===== config.mk =====
export PLATFORM = sky130hd
export DESIGN_NAME = snake_game_ctrl
export DESIGN_NICKNAME = d
export VERILOG_FILES = /design/src/rtl/snake_game_ctrl.sv
export SDC_FILE = /design/constraint.sdc
export NUM_CORES = 1
export LEC_CHECK = 0
export BUFFER_PORTS_ARGS = -buffer_cell sky130_fd_sc_hd__buf_2
export CORE_MARGIN = 2
export CORE_UTILIZATION = 32
export DETAILED_ROUTE_END_ITERATION = 6
export HOLD_SLACK_MARGIN = 0.06
export PLACE_DENSITY = 0.52
export SYNTH_ARGS = -nofsm -noshare
export SYNTH_HDL_FRONTEND = slang
export SYNTH_SLANG_ARGS = --single-unit

===== constraint.sdc =====
create_clock -name clk -period 5.3 [get_ports clk]
set_input_delay 0.53 -clock clk [delete_from_list [all_inputs] [get_ports clk]]
set_output_delay 0.53 -clock clk [all_outputs]
set_load 0.01 [all_outputs]

===== src/rtl/snake_game_ctrl.sv =====
// snake_game_ctrl
//   Front-end control stage for snake_top. It synchronises and debounces the
//   five raw push-buttons and turns presses into one-cycle direction pulses.
//   It also runs the START/PLAY/DIE game state machine.
//
// Parameters
//   DB_CNT    consecutive cycles a synchronised button must disagree with its
//             stable value before the change is accepted (>= 2)
//   DIE_HOLD  cycles spent in DIE before returning to START (>= 1)
//
// Ports
//   clk                          system clock (same clock as snake_top)
//   clr                          asynchronous active-low reset
//   btn_u/d/l/r/c                raw active-high buttons, asynchronous to clk
//   hit_wall, hit_body           collision flags from snake_top (clk domain)
//   U, D, L, R                   registered one-cycle direction pulses
//   s_start, s_play, s_die       registered one-hot game state
module snake_game_ctrl #(
  parameter int DB_CNT   = 1_000_000,
  parameter int DIE_HOLD = 300_000_000
) (
  input  logic clk,
  input  logic clr,
  input  logic btn_u,
  input  logic btn_d,
  input  logic btn_l,
  input  logic btn_r,
  input  logic btn_c,
  input  logic hit_wall,
  input  logic hit_body,
  output logic U,
  output logic D,
  output logic L,
  output logic R,
  output logic s_start,
  output logic s_play,
  output logic s_die
);

  localparam int CW = $clog2(DB_CNT + 1);
  localparam int TW = $clog2(DIE_HOLD + 1);
  localparam logic [CW-1:0] DB_LAST  = CW'(DB_CNT - 1);
  localparam logic [TW-1:0] DIE_LAST = TW'(DIE_HOLD - 1);

  typedef enum logic [1:0] {ST_START, ST_PLAY, ST_DIE} state_t;

  // Heading encoding chosen so that the opposite direction is heading ^ 1.
  localparam logic [1:0] HD_UP    = 2'd0;
  localparam logic [1:0] HD_DOWN  = 2'd1;
  localparam logic [1:0] HD_LEFT  = 2'd2;
  localparam logic [1:0] HD_RIGHT = 2'd3;

  // Button vector index: 0=u 1=d 2=l 3=r 4=c
  logic [4:0] btn_raw;
  logic [4:0] press;
  logic [1:0] settle_reg;

  assign btn_raw = {btn_c, btn_r, btn_l, btn_d, btn_u};

  // The synchronisers come out of reset holding 0, which is not a real
  // observation of the pin. settle_reg[1] marks the point where sync2 first
  // reflects the actual button level.
  always_ff @(posedge clk or negedge clr) begin
    if (!clr) begin
      settle_reg <= 2'b00;
    end else begin
      settle_reg <= {settle_reg[0], 1'b1};
    end
  end

  genvar gi;
  generate
    for (gi = 0; gi < 5; gi++) begin : g_btn
      logic          sync1_reg;
      logic          sync2_reg;
      logic          stable_reg;
      logic          stable_d_reg;
      logic          armed_reg;
      logic [CW-1:0] cnt_reg;

      always_ff @(posedge clk or negedge clr) begin
        if (!clr) begin
          sync1_reg    <= 1'b0;
          sync2_reg    <= 1'b0;
          stable_reg   <= 1'b0;
          stable_d_reg <= 1'b0;
          armed_reg    <= 1'b0;
          cnt_reg      <= '0;
        end else begin
          sync1_reg    <= btn_raw[gi];
          sync2_reg    <= sync1_reg;
          stable_d_reg <= stable_reg;
          // The count reaches DB_CNT on the edge that sees DB_LAST plus one
          // more mismatch; that same edge commits the new stable value.
          if (sync2_reg != stable_reg) begin
            if (cnt_reg == DB_LAST) begin
              stable_reg <= sync2_reg;
              cnt_reg    <= '0;
            end else begin
              cnt_reg <= cnt_reg + 1'b1;
            end
          end else begin
            cnt_reg <= '0;
          end
          // A button held through reset must be seen released before its
          // next rising edge counts as a press.
          if (settle_reg[1] && !sync2_reg && !stable_reg) begin
            armed_reg <= 1'b1;
          end
        end
      end

      assign press[gi] = stable_reg & ~stable_d_reg & armed_reg;
    end
  endgenerate

  state_t        state_reg;
  logic [1:0]    heading_reg;
  logic [TW-1:0] die_cnt_reg;
  logic          press_c_reg;
  logic          hit;
  logic          dir_valid;
  logic          dir_emit;
  logic [1:0]    dir_sel;

  assign hit = hit_wall | hit_body;

  // Priority U > D > L > R; a reversal of the current heading is dropped.
  always_comb begin
    dir_valid = |press[3:0];
    dir_sel   = HD_RIGHT;
    if (press[0]) begin
      dir_sel = HD_UP;
    end else if (press[1]) begin
      dir_sel = HD_DOWN;
    end else if (press[2]) begin
      dir_sel = HD_LEFT;
    end
    dir_emit = dir_valid && (dir_sel != (heading_reg ^ 2'b01));
  end

  // The centre button goes through one more register so that the state
  // change lands the cycle after its press pulse. Direction pulses are
  // loaded on the same edge that samples hit, so a hit wins over a press.
  always_ff @(posedge clk or negedge clr) begin
    if (!clr) begin
      state_reg   <= ST_START;
      heading_reg <= HD_RIGHT;
      die_cnt_reg <= '0;
      press_c_reg <= 1'b0;
      s_start     <= 1'b1;
      s_play      <= 1'b0;
      s_die       <= 1'b0;
      U           <= 1'b0;
      D           <= 1'b0;
      L           <= 1'b0;
      R           <= 1'b0;
    end else begin
      press_c_reg <= press[4];
      U           <= 1'b0;
      D           <= 1'b0;
      L           <= 1'b0;
      R           <= 1'b0;
      case (state_reg)
        ST_START: begin
          if (press_c_reg) begin
            state_reg   <= ST_PLAY;
            heading_reg <= HD_RIGHT;
            s_start     <= 1'b0;
            s_play      <= 1'b1;
          end
        end
        ST_PLAY: begin
          if (hit) begin
            state_reg   <= ST_DIE;
            die_cnt_reg <= '0;
            s_play      <= 1'b0;
            s_die       <= 1'b1;
          end else if (dir_emit) begin
            heading_reg <= dir_sel;
            U           <= (dir_sel == HD_UP);
            D           <= (dir_sel == HD_DOWN);
            L           <= (dir_sel == HD_LEFT);
            R           <= (dir_sel == HD_RIGHT);
          end
        end
        ST_DIE: begin
          if (die_cnt_reg == DIE_LAST) begin
            state_reg   <= ST_START;
            die_cnt_reg <= '0;
            s_die       <= 1'b0;
            s_start     <= 1'b1;
          end else begin
            die_cnt_reg <= die_cnt_reg + 1'b1;
          end
        end
        default: begin
          state_reg <= ST_START;
          s_start   <= 1'b1;
          s_play    <= 1'b0;
          s_die     <= 1'b0;
        end
      endcase
    end
  end

endmodule


==> impl_metrics.xml <==
<?xml version="1.0" encoding="UTF-8"?>
<metrics>
  <group name="outcome">
    <metric name="run_status" unit="">finished clean</metric>
  </group>
  <group name="cts">
    <metric name="clk_slew_on_worst_s_h_paths" unit="ns">0.07</metric>
    <metric name="worst_skew_pair.late_latency" unit="ns">0.43</metric>
    <metric name="cts.root.buffer_cell" unit="">sky130_fd_sc_hd__clkbuf_16</metric>
    <metric name="cts.path.max_buffers" unit="">2</metric>
    <metric name="cts.htree.levels" unit="">4</metric>
    <metric name="tritoncts.num_buffers" unit="">17</metric>
    <metric name="cts_tree" unit="">done</metric>
    <metric name="buffers_inserted_during_post_cts_setup_optimization" unit="">0</metric>
    <metric name="post_cts_resize_count" unit="">0</metric>
    <metric name="cts-hold-fix-buffers" unit="">0</metric>
    <metric name="sink_count" unit="">168</metric>
  </group>
  <group name="timing">
    <metric name="timing_worst_slew_pin_value" unit="ns">0.8112</metric>
    <metric name="slew_violations" unit="">0</metric>
    <metric name="finalSetupViolations" unit="">0</metric>
    <metric name="worst_slew_margin_rel" unit="%">45.50</metric>
    <metric name="tns" unit="ns">0</metric>
    <metric name="finalCritPeriodShare" unit="%">45.90</metric>
    <metric name="grt_setup_unrepaired" unit="">no</metric>
    <metric name="post-route-min-period" unit="ns">2.432</metric>
    <metric name="finClkSkew" unit="ns">0.008255</metric>
    <metric name="upper_clock_frequency_limit" unit="GHz">0.4111</metric>
    <metric name="timing_hold_violations_final" unit="">0</metric>
  </group>
  <group name="synth">
    <metric name="synth.top_cells.by_count" unit="">165 x sky130_fd_sc_hd__dfrtp_1, 133 x sky130_fd_sc_hd__nor2_1, 55 x sky130_fd_sc_hd__nand2_1, 52 x sky130_fd_sc_hd__xor2_1, 49 x sky130_fd_sc_hd__nand3_1</metric>
    <metric name="synth.avg_cell_area" unit="µm²">10.13</metric>
    <metric name="yosys.cell_types.count" unit="">59</metric>
    <metric name="netlist_area" unit="µm²">7891</metric>
    <metric name="yosys-top-cells-area" unit="">sky130_fd_sc_hd__dfrtp_1 52%, sky130_fd_sc_hd__nor2_1 6.3%, sky130_fd_sc_hd__xor2_1 5.8%</metric>
    <metric name="netlist.area_leader.share" unit="%">52.32</metric>
    <metric name="asyncSetResetFlopFracSynth" unit="%">100.0</metric>
    <metric name="yosysWarnings" unit="">0</metric>
    <metric name="yosysMostFrequentCell" unit="">sky130_fd_sc_hd__dfrtp_1</metric>
    <metric name="synth_sequential_area_ratio" unit="%">53.32</metric>
    <metric name="yosys_register_bits" unit="">168</metric>
    <metric name="netlist.top_cell.by_area" unit="">sky130_fd_sc_hd__dfrtp_1</metric>
    <metric name="postSynthNetCount" unit="">794</metric>
    <metric name="ys.flop_type" unit="">sky130_fd_sc_hd__dfrtp_1</metric>
    <metric name="postSynthCellCount" unit="">779</metric>
    <metric name="synth_edf_count" unit="">0</metric>
  </group>
  <group name="flow_run">
    <metric name="number_of_max_cap_violations" unit="">0</metric>
  </group>
  <group name="route">
    <metric name="drt_first_pass_iters" unit="">4</metric>
    <metric name="drcViolationCount" unit="">0</metric>
    <metric name="drt-initial-drc-count" unit="">309</metric>
    <metric name="route.detailed.vias_per_inst" unit="">4.863</metric>
    <metric name="vias" unit="">5519</metric>
    <metric name="wl_per_cell" unit="µm">13.43</metric>
    <metric name="drt.antenna.violating_nets" unit="">0</metric>
    <metric name="wirelength" unit="µm">15240</metric>
  </group>
  <group name="die">
    <metric name="boundaryPins" unit="">16</metric>
    <metric name="floorplan.die.height" unit="µm">161.0</metric>
    <metric name="coreArea" unit="µm²">24250</metric>
    <metric name="fp-row-count" unit="">57</metric>
    <metric name="die_w" unit="µm">161.0</metric>
    <metric name="design.die.area" unit="µm²">25930</metric>
    <metric name="initial_core_util" unit="%">32.54</metric>
  </group>
  <group name="pwr">
    <metric name="static-leakage-power" unit="nW">3.795</metric>
    <metric name="share_comb_of_total_power" unit="%">2.2</metric>
    <metric name="p_switching" unit="mW">0.6094</metric>
    <metric name="switching_part_of_the_total" unit="%">21.52</metric>
    <metric name="power.ir.vdd_worst" unit="mV">0.1754</metric>
    <metric name="power-per-cell-area" unit="nW/µm²">314.4</metric>
    <metric name="p_int" unit="mW">2.223</metric>
    <metric name="seqPwrFrac" unit="%">46.2</metric>
    <metric name="clock_power_share" unit="%">51.6</metric>
  </group>
  <group name="finish">
    <metric name="nNetsFinal" unit="">813</metric>
    <metric name="n_antenna_cell" unit="">0</metric>
    <metric name="multiInputGateArea" unit="µm²">3535</metric>
    <metric name="filler_cell_count" unit="">2444</metric>
    <metric name="final_layout_size_suffix_gt1_share" unit="%">8.508</metric>
    <metric name="design_area" unit="µm²">9007</metric>
    <metric name="seqCellArea" unit="µm²">4208</metric>
    <metric name="largest_register_ff_count" unit="">100</metric>
    <metric name="area_growth_syn_to_layout" unit="%">14.14</metric>
  </group>
  <group name="critical_path">
    <metric name="timing.rr.end" unit="">die_cnt_reg[22]</metric>
    <metric name="timing.critical_path.to" unit="">die_cnt_reg[22]</metric>
    <metric name="reg2reg_from" unit="">die_cnt_reg[0]</metric>
    <metric name="depth_of_the_worst_register_to_register_path" unit="">7</metric>
    <metric name="arrival" unit="ns">2.75</metric>
    <metric name="critPathKind" unit="">flop to flop</metric>
    <metric name="critical_path_required" unit="ns">5.62</metric>
    <metric name="crit_start" unit="">die_cnt_reg[0]</metric>
    <metric name="worst-r2r-setup-slack" unit="ns">2.87</metric>
    <metric name="timing.critical_path.to_type" unit="">flop</metric>
    <metric name="worst_setup_path_start_kind" unit="">flop</metric>
    <metric name="cp_max_fo" unit="">39</metric>
  </group>
  <group name="global_route">
    <metric name="grt.total_usage" unit="%">12.57</metric>
    <metric name="grt_max_degree" unit="">67</metric>
    <metric name="grt_first_pass_wirelength" unit="µm">26630</metric>
    <metric name="antenna_found_initial" unit="">0</metric>
    <metric name="gr-total-overflow" unit="">0</metric>
    <metric name="first_global_vias" unit="">5495</metric>
  </group>
  <group name="worst_hold_path">
    <metric name="min-delay-path-class" unit="">input port to asynchronous set/reset pin</metric>
  </group>
  <group name="placement">
    <metric name="placed_cell_area" unit="µm²">8312</metric>
    <metric name="gp_congestion" unit="">0.7577</metric>
    <metric name="detailed_place_hpwl" unit="µm">9892</metric>
    <metric name="portBuffers" unit="">15</metric>
  </group>
</metrics>
## worst min-delay path by stage
stage                  startpoint                  end  slack [ns]  cells after the start
floorplan                     clr                    D        0.23                      0
global placement    settle_reg[0]        settle_reg[1]        0.33                      0
detailed placement  settle_reg[0]        settle_reg[1]        0.34                      0
CTS                           clr  g_btn[4].cnt_reg[3]        0.11                      1
global route                  clr  g_btn[4].cnt_reg[3]        0.12                      1
finish                        clr  g_btn[4].cnt_reg[3]        0.08                      1
## routing by layer
metal | vias up | GRT usage [%] | routed length (µm)
met5 | - | 0 | 0
met4 | 0 | 3.653 | 195
met3 | 18 | 3.570 | 454
met2 | 55 | 19.24 | 6768
met1 | 2658 | 17.44 | 7819
li1 | 2788 | - | -
## worst max-delay path, cell delays in order (launching register included)
cell and delay, ns:
sky130_fd_sc_hd__dfrtp_1 0.40, sky130_fd_sc_hd__ha_1 0.26, sky130_fd_sc_hd__nand4_2 0.22, sky130_fd_sc_hd__nor4_1 0.46, sky130_fd_sc_hd__a21oi_2 0.20, sky130_fd_sc_hd__buf_4 0.30, sky130_fd_sc_hd__and3_1 0.21, sky130_fd_sc_hd__a211o_1 0.25
## stage by stage
step / instances / total power, mW / setup WS, ns / utilization (%) / hold WS, ns
floorplan: 779 / 1.360 / 3.290 / - / 0.2344
global placement: 1103 / 1.400 / 2.949 / 34.28 / 0.3318
detailed placement: 1103 / 1.400 / 2.884 / 34.28 / 0.3358
CTS: 1135 / 2.882 / 2.888 / 37.15 / 0.1087
global route: 1135 / 2.945 / 2.681 / 37.15 / 0.1241
finish: 1135 / 2.832 / 2.868 / 37.15 / 0.07631
## area by class of cell
| class | instances | share of cell area (%) |
|---|---|---|
| clock buffers | 18 | 4.876 |
| clock inverters | 14 | 2.848 |
| inverters | 14 | 0.5834 |
| multi-input cells | 578 | 39.24 |
| flip-flops and latches | 168 | 46.71 |
| well taps | 324 | 4.501 |
| repair buffers | 19 | 1.236 |
## cells in the final DEF, fill, tap and decap left out, types with 4 or more instances in the layout
cell                          n
sky130_fd_sc_hd__xnor2_1     42
sky130_fd_sc_hd__and3b_1      5
sky130_fd_sc_hd__nand4_1     30
sky130_fd_sc_hd__dfrtp_1    165
sky130_fd_sc_hd__a31oi_1     18
sky130_fd_sc_hd__a21o_1       8
sky130_fd_sc_hd__clkbuf_16   17
sky130_fd_sc_hd__nand3b_1     5
sky130_fd_sc_hd__nor4_1      16
sky130_fd_sc_hd__and3_1      19
sky130_fd_sc_hd__nor2_1     133
sky130_fd_sc_hd__nor3_1      16
sky130_fd_sc_hd__buf_4        4
sky130_fd_sc_hd__a21oi_1     22
sky130_fd_sc_hd__nor4bb_1     5
sky130_fd_sc_hd__o21ai_0     10
sky130_fd_sc_hd__o211ai_1     4
sky130_fd_sc_hd__bufinv_16    6
sky130_fd_sc_hd__and4_1      14
sky130_fd_sc_hd__nor4b_1      6
sky130_fd_sc_hd__buf_2       14
sky130_fd_sc_hd__xor2_1      52
sky130_fd_sc_hd__and2_1       9
sky130_fd_sc_hd__nand2b_1     8
sky130_fd_sc_hd__nand2_1     55
sky130_fd_sc_hd__nand3_1     49
sky130_fd_sc_hd__ha_1         6
sky130_fd_sc_hd__inv_1       14
sky130_fd_sc_hd__mux2_2       5
## kinds of logic (layout without fill, tap and decap cells)
kind of cell / after synthesis / in the layout / share of synthesized area, %
compound gates: 82 / 82 / 6.676
xor+xnor: 94 / 94 / 10.43
fa+ha+maj: 6 / 6 / 0.9513
buf+inv: 33 / 65 / 1.887
flops: 168 / 168 / 53.32
mux: 7 / 7 / 0.9671
other cells: 1 / 1 / 0.04752
simple gates: 388 / 388 / 25.72
## power by group through the flow
stage,sequential [mW],clock (mW),combinational (mW)
after CTS,1.31,1.51,0.0671
final,1.31,1.46,0.0628
after floorplan,1.33,0,0.0297
after global placement,1.33,0,0.0669
after detailed placement,1.33,0,0.0668
after global routing,1.31,1.56,0.0752
Power figures use the tool's default switching activity.
